<file path="src/rtl/f2i32_pipe.sv">
// f2i32_pipe: two-stage IEEE-754 single-precision to 32-bit integer converter with valid/ready flow.
// Define F2I32_FLAGS_EN to compute and register the overflow/inexact flags; otherwise both read 0.
module f2i32_pipe #(
  parameter int FPWID = 32
) (
  input  logic             clk,
  input  logic             rst_n,
  input  logic             ce,
  input  logic             in_valid,
  output logic             in_ready,
  input  logic             op,
  input  logic [2:0]       rm,
  input  logic [FPWID-1:0] a,
  output logic             out_valid,
  input  logic             out_ready,
  output logic [FPWID-1:0] o,
  output logic             overflow,
  output logic             inexact
);

  typedef enum logic [2:0] {
    RM_RNE = 3'd0,
    RM_RTZ = 3'd1,
    RM_RUP = 3'd2,
    RM_RDN = 3'd3,
    RM_RMM = 3'd4
  } rmode_e;

  // Flow control
  logic s1_v_q, s2_v_q;
  logic s1_load, s2_load;

  assign s2_load   = ce & (~s2_v_q | out_ready);
  assign s1_load   = ce & (~s1_v_q | s2_load);
  assign in_ready  = rst_n & s1_load;
  assign out_valid = s2_v_q;

  // S1 decode / align
  logic [7:0]  exp_w;
  logic [23:0] man_w;
  logic [63:0] fixed_w;
  logic [31:0] s1_int_d;
  logic        s1_g_d, s1_st_d, s1_nan_d, s1_big_d;
  rmode_e      s1_rm_d;

  // NOTE: combinational blocks use blocking '=' and assign every output a default first, so no latch is inferred.
  always_comb begin
    exp_w    = a[30:23];
    man_w    = {(exp_w != 8'd0), a[22:0]};
    fixed_w  = 64'd0;
    s1_int_d = 32'd0;
    s1_g_d   = 1'b0;
    s1_st_d  = 1'b0;
    s1_nan_d = (exp_w == 8'hFF) && (a[22:0] != 23'd0);
    s1_big_d = (exp_w >= 8'd159);
    if (exp_w < 8'd126) begin
      s1_st_d = |a[30:0];
    end else if (!s1_big_d) begin
      // 32 integer bits over 32 fraction bits; value = m * 2^(e-150), so shift is e-118 (8..40).
      fixed_w  = {40'd0, man_w} << (exp_w - 8'd118);
      s1_int_d = fixed_w[63:32];
      s1_g_d   = fixed_w[31];
      s1_st_d  = |fixed_w[30:0];
    end
    case (rm)
      3'd1:    s1_rm_d = RM_RTZ;
      3'd2:    s1_rm_d = RM_RUP;
      3'd3:    s1_rm_d = RM_RDN;
      3'd4:    s1_rm_d = RM_RMM;
      default: s1_rm_d = RM_RNE;
    endcase
  end

  logic [31:0] s1_int_q;
  logic        s1_g_q, s1_st_q, s1_s_q, s1_op_q, s1_nan_q, s1_big_q;
  rmode_e      s1_rm_q;

  // NOTE: payload registers carry no reset; the stage valid bit qualifies them, so stale contents are never observed.
  always_ff @(posedge clk) begin
    if (s1_load && in_valid) begin
      s1_int_q <= s1_int_d;
      s1_g_q   <= s1_g_d;
      s1_st_q  <= s1_st_d;
      s1_s_q   <= a[31];
      s1_op_q  <= op;
      s1_rm_q  <= s1_rm_d;
      s1_nan_q <= s1_nan_d;
      s1_big_q <= s1_big_d;
    end
  end

  // S2 round / range check / negate / saturate
  logic        inc_w, mag_ovf, ovf_d;
  logic [32:0] sum_w;
  logic [31:0] o_d, o_q;

  always_comb begin
    inc_w = 1'b0;
    case (s1_rm_q)
      RM_RNE:  inc_w = s1_g_q & (s1_st_q | s1_int_q[0]);
      RM_RTZ:  inc_w = 1'b0;
      RM_RUP:  inc_w = (s1_g_q | s1_st_q) & ~s1_s_q;
      RM_RDN:  inc_w = (s1_g_q | s1_st_q) & s1_s_q;
      RM_RMM:  inc_w = s1_g_q;
      default: inc_w = 1'b0;
    endcase
    sum_w = {1'b0, s1_int_q} + {32'd0, inc_w};
    if (s1_op_q)
      mag_ovf = s1_s_q ? (sum_w > 33'h0_8000_0000) : (sum_w > 33'h0_7FFF_FFFF);
    else
      mag_ovf = sum_w[32] | (s1_s_q & (sum_w != 33'd0));
    ovf_d = s1_nan_q | s1_big_q | mag_ovf;
    if (s1_nan_q)
      o_d = s1_op_q ? 32'h7FFF_FFFF : 32'hFFFF_FFFF;
    else if (ovf_d)
      o_d = s1_s_q ? (s1_op_q ? 32'h8000_0000 : 32'h0000_0000)
                   : (s1_op_q ? 32'h7FFF_FFFF : 32'hFFFF_FFFF);
    else
      o_d = (s1_s_q & s1_op_q) ? -sum_w[31:0] : sum_w[31:0];
  end

  always_ff @(posedge clk) begin
    if (!rst_n) begin
      s1_v_q <= 1'b0;
      s2_v_q <= 1'b0;
      o_q    <= 32'd0;
    end else begin
      if (s1_load) s1_v_q <= in_valid;
      if (s2_load) begin
        s2_v_q <= s1_v_q;
        if (s1_v_q) o_q <= o_d;
      end
    end
  end

  assign o = o_q;

`ifdef F2I32_FLAGS_EN
  logic ovf_q, inx_q, inx_d;

  assign inx_d = (s1_g_q | s1_st_q) & ~ovf_d;

  always_ff @(posedge clk) begin
    if (!rst_n) begin
      ovf_q <= 1'b0;
      inx_q <= 1'b0;
    end else if (s2_load && s1_v_q) begin
      ovf_q <= ovf_d;
      inx_q <= inx_d;
    end
  end

  assign overflow = ovf_q;
  assign inexact  = inx_q;
`else
  assign overflow = 1'b0;
  assign inexact  = 1'b0;
`endif

endmodule
</file>
<file path="config.mk">
export PLATFORM = sky130hd
export DESIGN_NAME = f2i32_pipe
export DESIGN_NICKNAME = d
export VERILOG_FILES = /design/src/rtl/f2i32_pipe.sv
export SDC_FILE = /design/constraint.sdc
export NUM_CORES = 1
export LEC_CHECK = 0
export CORE_MARGIN = 8
export CORE_UTILIZATION = 53
export CTS_CLUSTER_DIAMETER = 200
export DETAILED_ROUTE_END_ITERATION = 10
export PLACE_DENSITY = 0.79
export SYNTH_ARGS = -nofsm -noshare
export SYNTH_HDL_FRONTEND = slang
export SYNTH_SLANG_ARGS = --single-unit
</file>
<file path="constraint.sdc">
create_clock -name clk -period 4.2 [get_ports clk]
set_clock_uncertainty 0.15 [all_clocks]
set_input_delay 0.84 -clock clk [delete_from_list [all_inputs] [get_ports clk]]
set_output_delay 0.84 -clock clk [all_outputs]
set_load 0.02 [all_outputs]
</file>
==> out/results.ini, run 1 <==
[outcome]
outcome=complete, but fails checks
violations=negative setup slack

[timing]
fin_ws_ns=-0.1792
worst_slew_pin_slew_ns=0.6466
setup_viol=31
slew_violations=0
relSlewSlack_pct=56.89
grt_setup_unrepaired=yes
fmax_mhz=228.4
post-route-period-util_pct=104.3
finalHoldViolations=0
period_minus_slack_ns=4.379

[synth]
ys_ff_latch=75
synth_compound_area_share_pct=20.44
yosys.area_share.adder_pct=1.240
ys_seq_area_share_pct=27.07
ys_types=78
synthTopCellsByArea=edfxtp_1 17%, dfxtp_1 9.6%, mux2i_1 6.4%
synthXorXnorAreaFrac_pct=8.184
muxShareOfSynthArea_pct=11.00
synth_top_flop_cell=edfxtp_1
yosys.area_share.simple_pct=27.44
syn_inst=870
netlist_area_um2=7063
yosysMostFrequentCell=nor2_1
syn_area_per_cell_um2=8.118
ys_async_sr_fraction_pct=0
synth_edf_count=41
synth_top_family_by_area=simple AND/OR/NAND/NOR gates
yosys_warnings=0
synth_top_area_share_pct=17.43
ys_top_cells_by_count=94 x nor2_1, 85 x nand2_1, 45 x mux2i_1
synth_top_area_cell=edfxtp_1

[worst_setup_path]
critPathKind=flop to flop
rr_worst_depth=16
crit_path_end_kind=flop
r2r-end=o[31]$_SDFFE_PN0P_
cp_max_fo=4
arrival_ns=4.46
r2r_setup_slack_ns=-0.18
r2r-start=s1_rm_q[1]$_SDFFCE_PN0P_
cp-start-kind=flop
worstPathRequired_ns=4.28

[floorplan]
core-area_um2=13140
die-area_um2=17280
io_pins=77
start_util_pct=53.76
rows=42
fp.dieH_um=131.4
die_w_um=131.4

[routing]
vias_per_cell=6.314
drt_pre_antenna_iters=6
drc=0
drt_iter0_drc=911
vias=7817
antenna_left=0
wl_per_cell_um=20.50
wl_um=25380

[power_and_ir_drop]
power_density_nw_per_um2=277.7
peakVddDrop_mv=0.2113
clkPwrFrac_pct=32.1
p_sw_uw=902.9
intPower_mw=1.777
p_leak_nw=3.472
p_seq_share_pct=32.5
power_mw=2.679
switching_share_pct=33.70
p_comb_share_pct=35.4

[placement]
dpl_cell_area_um2=8926
io_buffers=74
gp_congestion=1.062
dp_hpwl_um=18870

[clock_tree]
clock_latency_ns=0.35
max-clock-path-buffers=2
cts-root-buf=clkbuf_16
path_clk_slew_ns=0.06
cts_sinks=75
holdBufCountCts=0
cts_tree=yes
numCtsBuffers=9
htreeDepth=3

[finish]
diodes=0
drive_above_1_share_pct=24.86
post-route-cell-area_um2=9649
finalNetCount=1105
area_growth_pct=36.62

[global_routing]
grt_pass1_vias=7524
grt_max_degree=33
antenna_found_initial=0
grt.overflow.total=0
track_usage_pct=27.26
grt_pass1_wl_um=38550

[worst_hold_path]
hold_path.class=flop to flop
hold_depth=1
min_to=o[20]$_SDFFE_PN0P_
hold_path.startpoint=o[20]$_SDFFE_PN0P_

[job]
cap_violations=0

final cells by class:
| cell class | instances | area (µm²) |
|---|---|---|
| well taps | 176 | 220.2 |
| clock buffers | 9 | 225.2 |
| inverters | 15 | 56.30 |
| repair buffers | 237 | 2016 |
| multi-input cells | 719 | 5114 |
| flip-flops and latches | 75 | 1912 |
| fillers | 995 | 3488 |
| clock inverters | 7 | 106.4 |
cell families (layout without fill, tap and decap cells):
family                     after synthesis  after routing
and+or+nand+nor                        372            372
xor gates and xnor gates                66             66
DFF                                     75             75
other                                    1              2
buffers and inverters                   77            268
adders and majority gates                7              7
muxes                                   66             66
AOI/OAI and AO/OA                      206            206
timing repair:
item                       in CTS  in global routing
pin swaps                      10                 21
gates resized for setup        20                 36
gates cloned                    1                  0
setup endpoints to repair      30                 33
setup buffers                   8                  6
worst max path at each step:
stage | from | endpoint | cells past startpoint
6_report | s1_rm_q[1]$_SDFFCE_PN0P_ | o[31]$_SDFFE_PN0P_ | 16
5_1_grt | s1_rm_q[1]$_SDFFCE_PN0P_ | o[31]$_SDFFE_PN0P_ | 19
4_1_cts | s1_rm_q[1]$_SDFFCE_PN0P_ | o[14]$_SDFFE_PN0P_ | 16
3_5_place_dp | s1_rm_q[1]$_SDFFCE_PN0P_ | o[29]$_SDFFE_PN0P_ | 15
3_3_place_gp | a[24] | s1_st_q$_DFFE_PP_ | 13
2_1_floorplan | s1_rm_q[1]$_SDFFCE_PN0P_ | o[13]$_SDFFE_PN0P_ | 16
critical path, cell delays in order (launching register included):
cell and delay (ns):
edfxtp_1 0.42, o32a_1 0.37, o22ai_2 0.17, ha_2 0.24, ha_4 0.14, inv_2 0.04
or4_4 0.53, or3_4 0.36, a2111oi_4 0.29, buf_4 0.16, and4b_1 0.25, a41oi_2 0.17
o21a_4 0.18, o21a_4 0.22, buf_4 0.15, nor4b_4 0.32, nor4_1 0.09
state kept, by name, summed over array words and instances, names as in the netlist:
signal,cells
o,32
s1_op_q,1
s1_v_q,1
out_valid,1
s1_g_q,1
s1_nan_q,1
s1_s_q,1
s1_big_q,1
s1_st_q,1
s1_rm_q,3
s1_int_q,32
layer usage:
layer	up-vias	track usage (%)	part of all wire [%]
met1	3652	29.01	38
li1	3664	-	-
met5	-	0	0
met3	115	4.154	5.5
met4	0	18.89	6.4
met2	386	48.79	50
power groups by stage:
stage                     logic (mW)  registers [mW]  clock network (mW)
after global routing            1.01           0.875               0.892
final                          0.948           0.871               0.861
after floorplan                0.509           0.877                   0
after detailed placement       0.887           0.880                   0
after CTS                      0.904           0.866               0.859
after global placement         0.889           0.879                   0
through the flow:
stage / util [%] / hold WS, ns / setup WS, ns / cells / TNS (ns)
after floorplan: - / 0.3255 / 0.003312 / 871 / 0
after global placement: 67.94 / 0.2959 / -0.2749 / 1209 / -2.185
after detailed placement: 67.94 / 0.3056 / -0.2794 / 1209 / -4.256
after CTS: 71.61 / 0.3191 / -0.01214 / 1233 / -0.04305
after global routing: 73.45 / 0.3374 / -0.3187 / 1238 / -7.631
final: 73.45 / 0.3183 / -0.1792 / 1238 / -2.431
placed cells by master (no fill, tap or decap), drive strengths merged, types with 18 or more instances in the layout:
cell	Yosys	routed
buf	21	164
nor2	94	94
nand2	85	85
clkdlybuf4s50	0	73
mux2i	45	45
xnor2	43	43
edfxtp	41	41
o21ai	38	38
a21oi	35	35
dfxtp	34	34
nor3	30	30
nand3	29	29
nand4	26	26
nor4	25	25
xor2	23	23
o22ai	21	21
inv	15	19
o211ai	18	18
No activity file was read; power rests on OpenSTA's default activity.
==> run 2, diff against run 1 <==
Settings changed: CORE_MARGIN 8 to 2.
==> out/results.ini, run 2 (same netlist as run 1, synthesis figures left out) <==
[worst_setup_path]
crit_path_start=s1_rm_q[1]$_SDFFCE_PN0P_  ; unchanged
crit_cells=16  ; unchanged
max_stage_delay_ns=0.52  ; was 0.53 ns
arrival_ns=4.38  ; was 4.46 ns
worstSetupEndpoint=o[31]$_SDFFE_PN0P_  ; unchanged
rr_worst_depth=16  ; unchanged
cp_cell_sequence=o32a_1 > o22ai_2 > ha_2 > ha_4 > inv_4 > or4_4 > buf_6 > nor2_4 > and4_4 > nor2_2 > or4b_4 > o41ai_4 > buf_4 > xor2_1 > nor3_2 > nor4_1  ; was o32a_1 > o22ai_2 > ha_2 > ha_4 > inv_2 > or4_4 > or3_4 > a2111oi_4 > buf_4 > and4b_1 > a41oi_2 > o21a_4 > o21a_4 > buf_4 > nor4b_4 > nor4_1
r2r_setup_slack_ns=-0.07  ; was -0.18 ns
cp_max_fo=4  ; unchanged
path_delay_family=simple AND/OR/NAND/NOR gates  ; unchanged
cp_slowest_cell=or4b_4  ; was or4_4
worstPathRequired_ns=4.31  ; was 4.28 ns
critPathKind=flop to flop  ; unchanged
r2r-end=o[31]$_SDFFE_PN0P_  ; unchanged
r2r-start=s1_rm_q[1]$_SDFFCE_PN0P_  ; unchanged
crit_path_end_kind=flop  ; unchanged
worstPathBufferInverterCount=3  ; unchanged
cp-start-kind=flop  ; unchanged

[routing]
drc=0  ; unchanged
wl_per_cell_um=19.23  ; was 20.50 µm
vias=7606  ; was 7817
drt_pre_antenna_iters=8  ; was 6
wl_um=23330  ; was 25380 µm
vias_per_cell=6.270  ; was 6.314
drt_iter0_drc=752  ; was 911
antenna_left=0  ; unchanged

[global_routing]
antenna_found_initial=0  ; unchanged
grt_pass1_wl_um=36590  ; was 38550 µm
grt.overflow.total=0  ; unchanged
track_usage_pct=32.35  ; was 27.26%
grt_pass1_vias=7197  ; was 7524
grt_max_degree=33  ; unchanged

[floorplan]
core-area_um2=13140  ; unchanged
io_pins=77  ; unchanged
die-area_um2=14270  ; was 17280 µm²
fp.dieH_um=119.4  ; was 131.4 µm
rows=42  ; unchanged
start_util_pct=53.76  ; unchanged
die_w_um=119.4  ; was 131.4 µm

[timing]
setup_viol=3  ; was 31
fmax_mhz=234.0  ; was 228.4 MHz
relSlewSlack_pct=22.08  ; was 56.89%
worst_slew_pin_slew_ns=1.169  ; was 0.6466 ns
post-route-period-util_pct=101.7  ; was 104.3%
whs_ns=0.3180  ; was 0.3183 ns
fin_ws_ns=-0.07279  ; was -0.1792 ns
finalHoldViolations=0  ; unchanged
period_minus_slack_ns=4.273  ; was 4.379 ns
slew_violations=0  ; unchanged
grt_setup_unrepaired=yes  ; unchanged

[clock_tree]
path_clk_slew_ns=0.07  ; was 0.06 ns
clock_latency_ns=0.36  ; was 0.35 ns
cts_sinks=75  ; unchanged
cts-root-buf=clkbuf_16  ; unchanged
max-clock-path-buffers=2  ; unchanged
cts_tree=yes  ; unchanged
numCtsBuffers=9  ; unchanged
htreeDepth=3  ; unchanged

[finish]
mostFrequentLayoutCell=buf_4  ; unchanged
finalNetCount=1080  ; was 1105
final_cell_mix=130 x buf_4, 90 x nor2_1, 84 x nand2_1  ; was 155 x buf_4, 90 x nor2_1, 84 x nand2_1
stdcell_count=1213  ; was 1238
area_growth_pct=33.69  ; was 36.62%
drive_above_1_share_pct=23.72  ; was 24.86%
diodes=0  ; unchanged

[worst_hold_path]
hold_path.class=flop to flop  ; unchanged

[power_and_ir_drop]
peakVddDrop_mv=0.1909  ; was 0.2113 mV
power_mw=2.538  ; was 2.679 mW
power_density_nw_per_um2=268.7  ; was 277.7 nW/µm²
p_leak_nw=3.379  ; was 3.472 nW

[placement]
dp.cells=1184  ; was 1209
dp_hpwl_um=18070  ; was 18870 µm
dp_slack_ns=-0.5105  ; was -0.2794 ns
gp_congestion=1.018  ; was 1.062
io_buffers=74  ; unchanged

[outcome]
violations=negative setup slack  ; unchanged
outcome=complete, but fails checks  ; unchanged

[job]
cap_violations=0  ; unchanged

-- run 2: changes by cell type in the layout (fill, tap and decap cells not counted), moves of 3 or more --
cell / change
mux2i_2: +3
buf_4: -25
o21ai_2: +3
mux2i_1: -3
-- run 2: worst register-to-register path: stages (launching register included) --
cell and delay, ns:
edfxtp_1 0.39, o32a_1 0.37, o22ai_2 0.17, ha_2 0.23, ha_4 0.18, inv_4 0.05
or4_4 0.51, buf_6 0.14, nor2_4 0.07, and4_4 0.25, nor2_2 0.05, or4b_4 0.52
o41ai_4 0.41, buf_4 0.18, xor2_1 0.16, nor3_2 0.06, nor4_1 0.29
-- run 2: metrics by stage --
stage | TNS [ns] | util (%) | instance area [µm²]
after floorplan | 0 | - | 7067
after global placement | -2.393 | 66.32 | 8713
after detailed placement | -4.407 | 66.32 | 8713
after CTS | 0 | 69.24 | 9096
after global routing | -5.076 | 71.88 | 9443
final | -0.09416 | 71.88 | 9443
-- run 2: area by class of cell --
class | instances | area [µm²]
tap | 176 | 220.2
sequential | 75 | 1912
clock buffer | 9 | 225.2
fill | 1022 | 3695
multi-input combinational | 719 | 5160
timing repair buffer | 212 | 1808
clock inverter | 7 | 58.81
inverter | 15 | 58.81
-- run 2: worst min path at each step --
stage | start | endpoint | depth (start not counted) | slack [ns]
floorplan | s1_v_q$_SDFFE_PN0P_ | s1_v_q$_SDFFE_PN0P_ | 2 | 0.33
CTS | o[20]$_SDFFE_PN0P_ | o[20]$_SDFFE_PN0P_ | 1 | 0.32
detailed placement | o[20]$_SDFFE_PN0P_ | o[20]$_SDFFE_PN0P_ | 1 | 0.30
global placement | o[13]$_SDFFE_PN0P_ | o[13]$_SDFFE_PN0P_ | 1 | 0.30
global route | o[20]$_SDFFE_PN0P_ | o[20]$_SDFFE_PN0P_ | 1 | 0.34
finish | o[20]$_SDFFE_PN0P_ | o[20]$_SDFFE_PN0P_ | 1 | 0.32
-- run 2: power breakdown --
group	total, mW	leakage, nW	internal (mW)	switching, mW
combinational	0.931	2.62	0.417	0.514
clock	0.735	0.139	0.409	0.326
sequential	0.871	0.620	0.819	0.0521
total	2.54	3.38	1.65	0.892
-- run 2: metal layers --
layer	global-route usage (%)	share of wire [%]	vias to the layer above
met5	0	0	-
met4	20.00	6.3	0
met3	4.646	6.1	106
met2	57.18	50	365
met1	36.55	37	3530
li1	-	-	3605
-- run 2: repair_timing --
item / 4_1_cts / 5_1_grt
buffers inserted: 2 / 11
resized for setup: 14 / 53
endpoints found under the setup margin: 30 / 33
hold buffers: 0 / 0
gates cloned: 0 / 1
pin swaps: 2 / 25
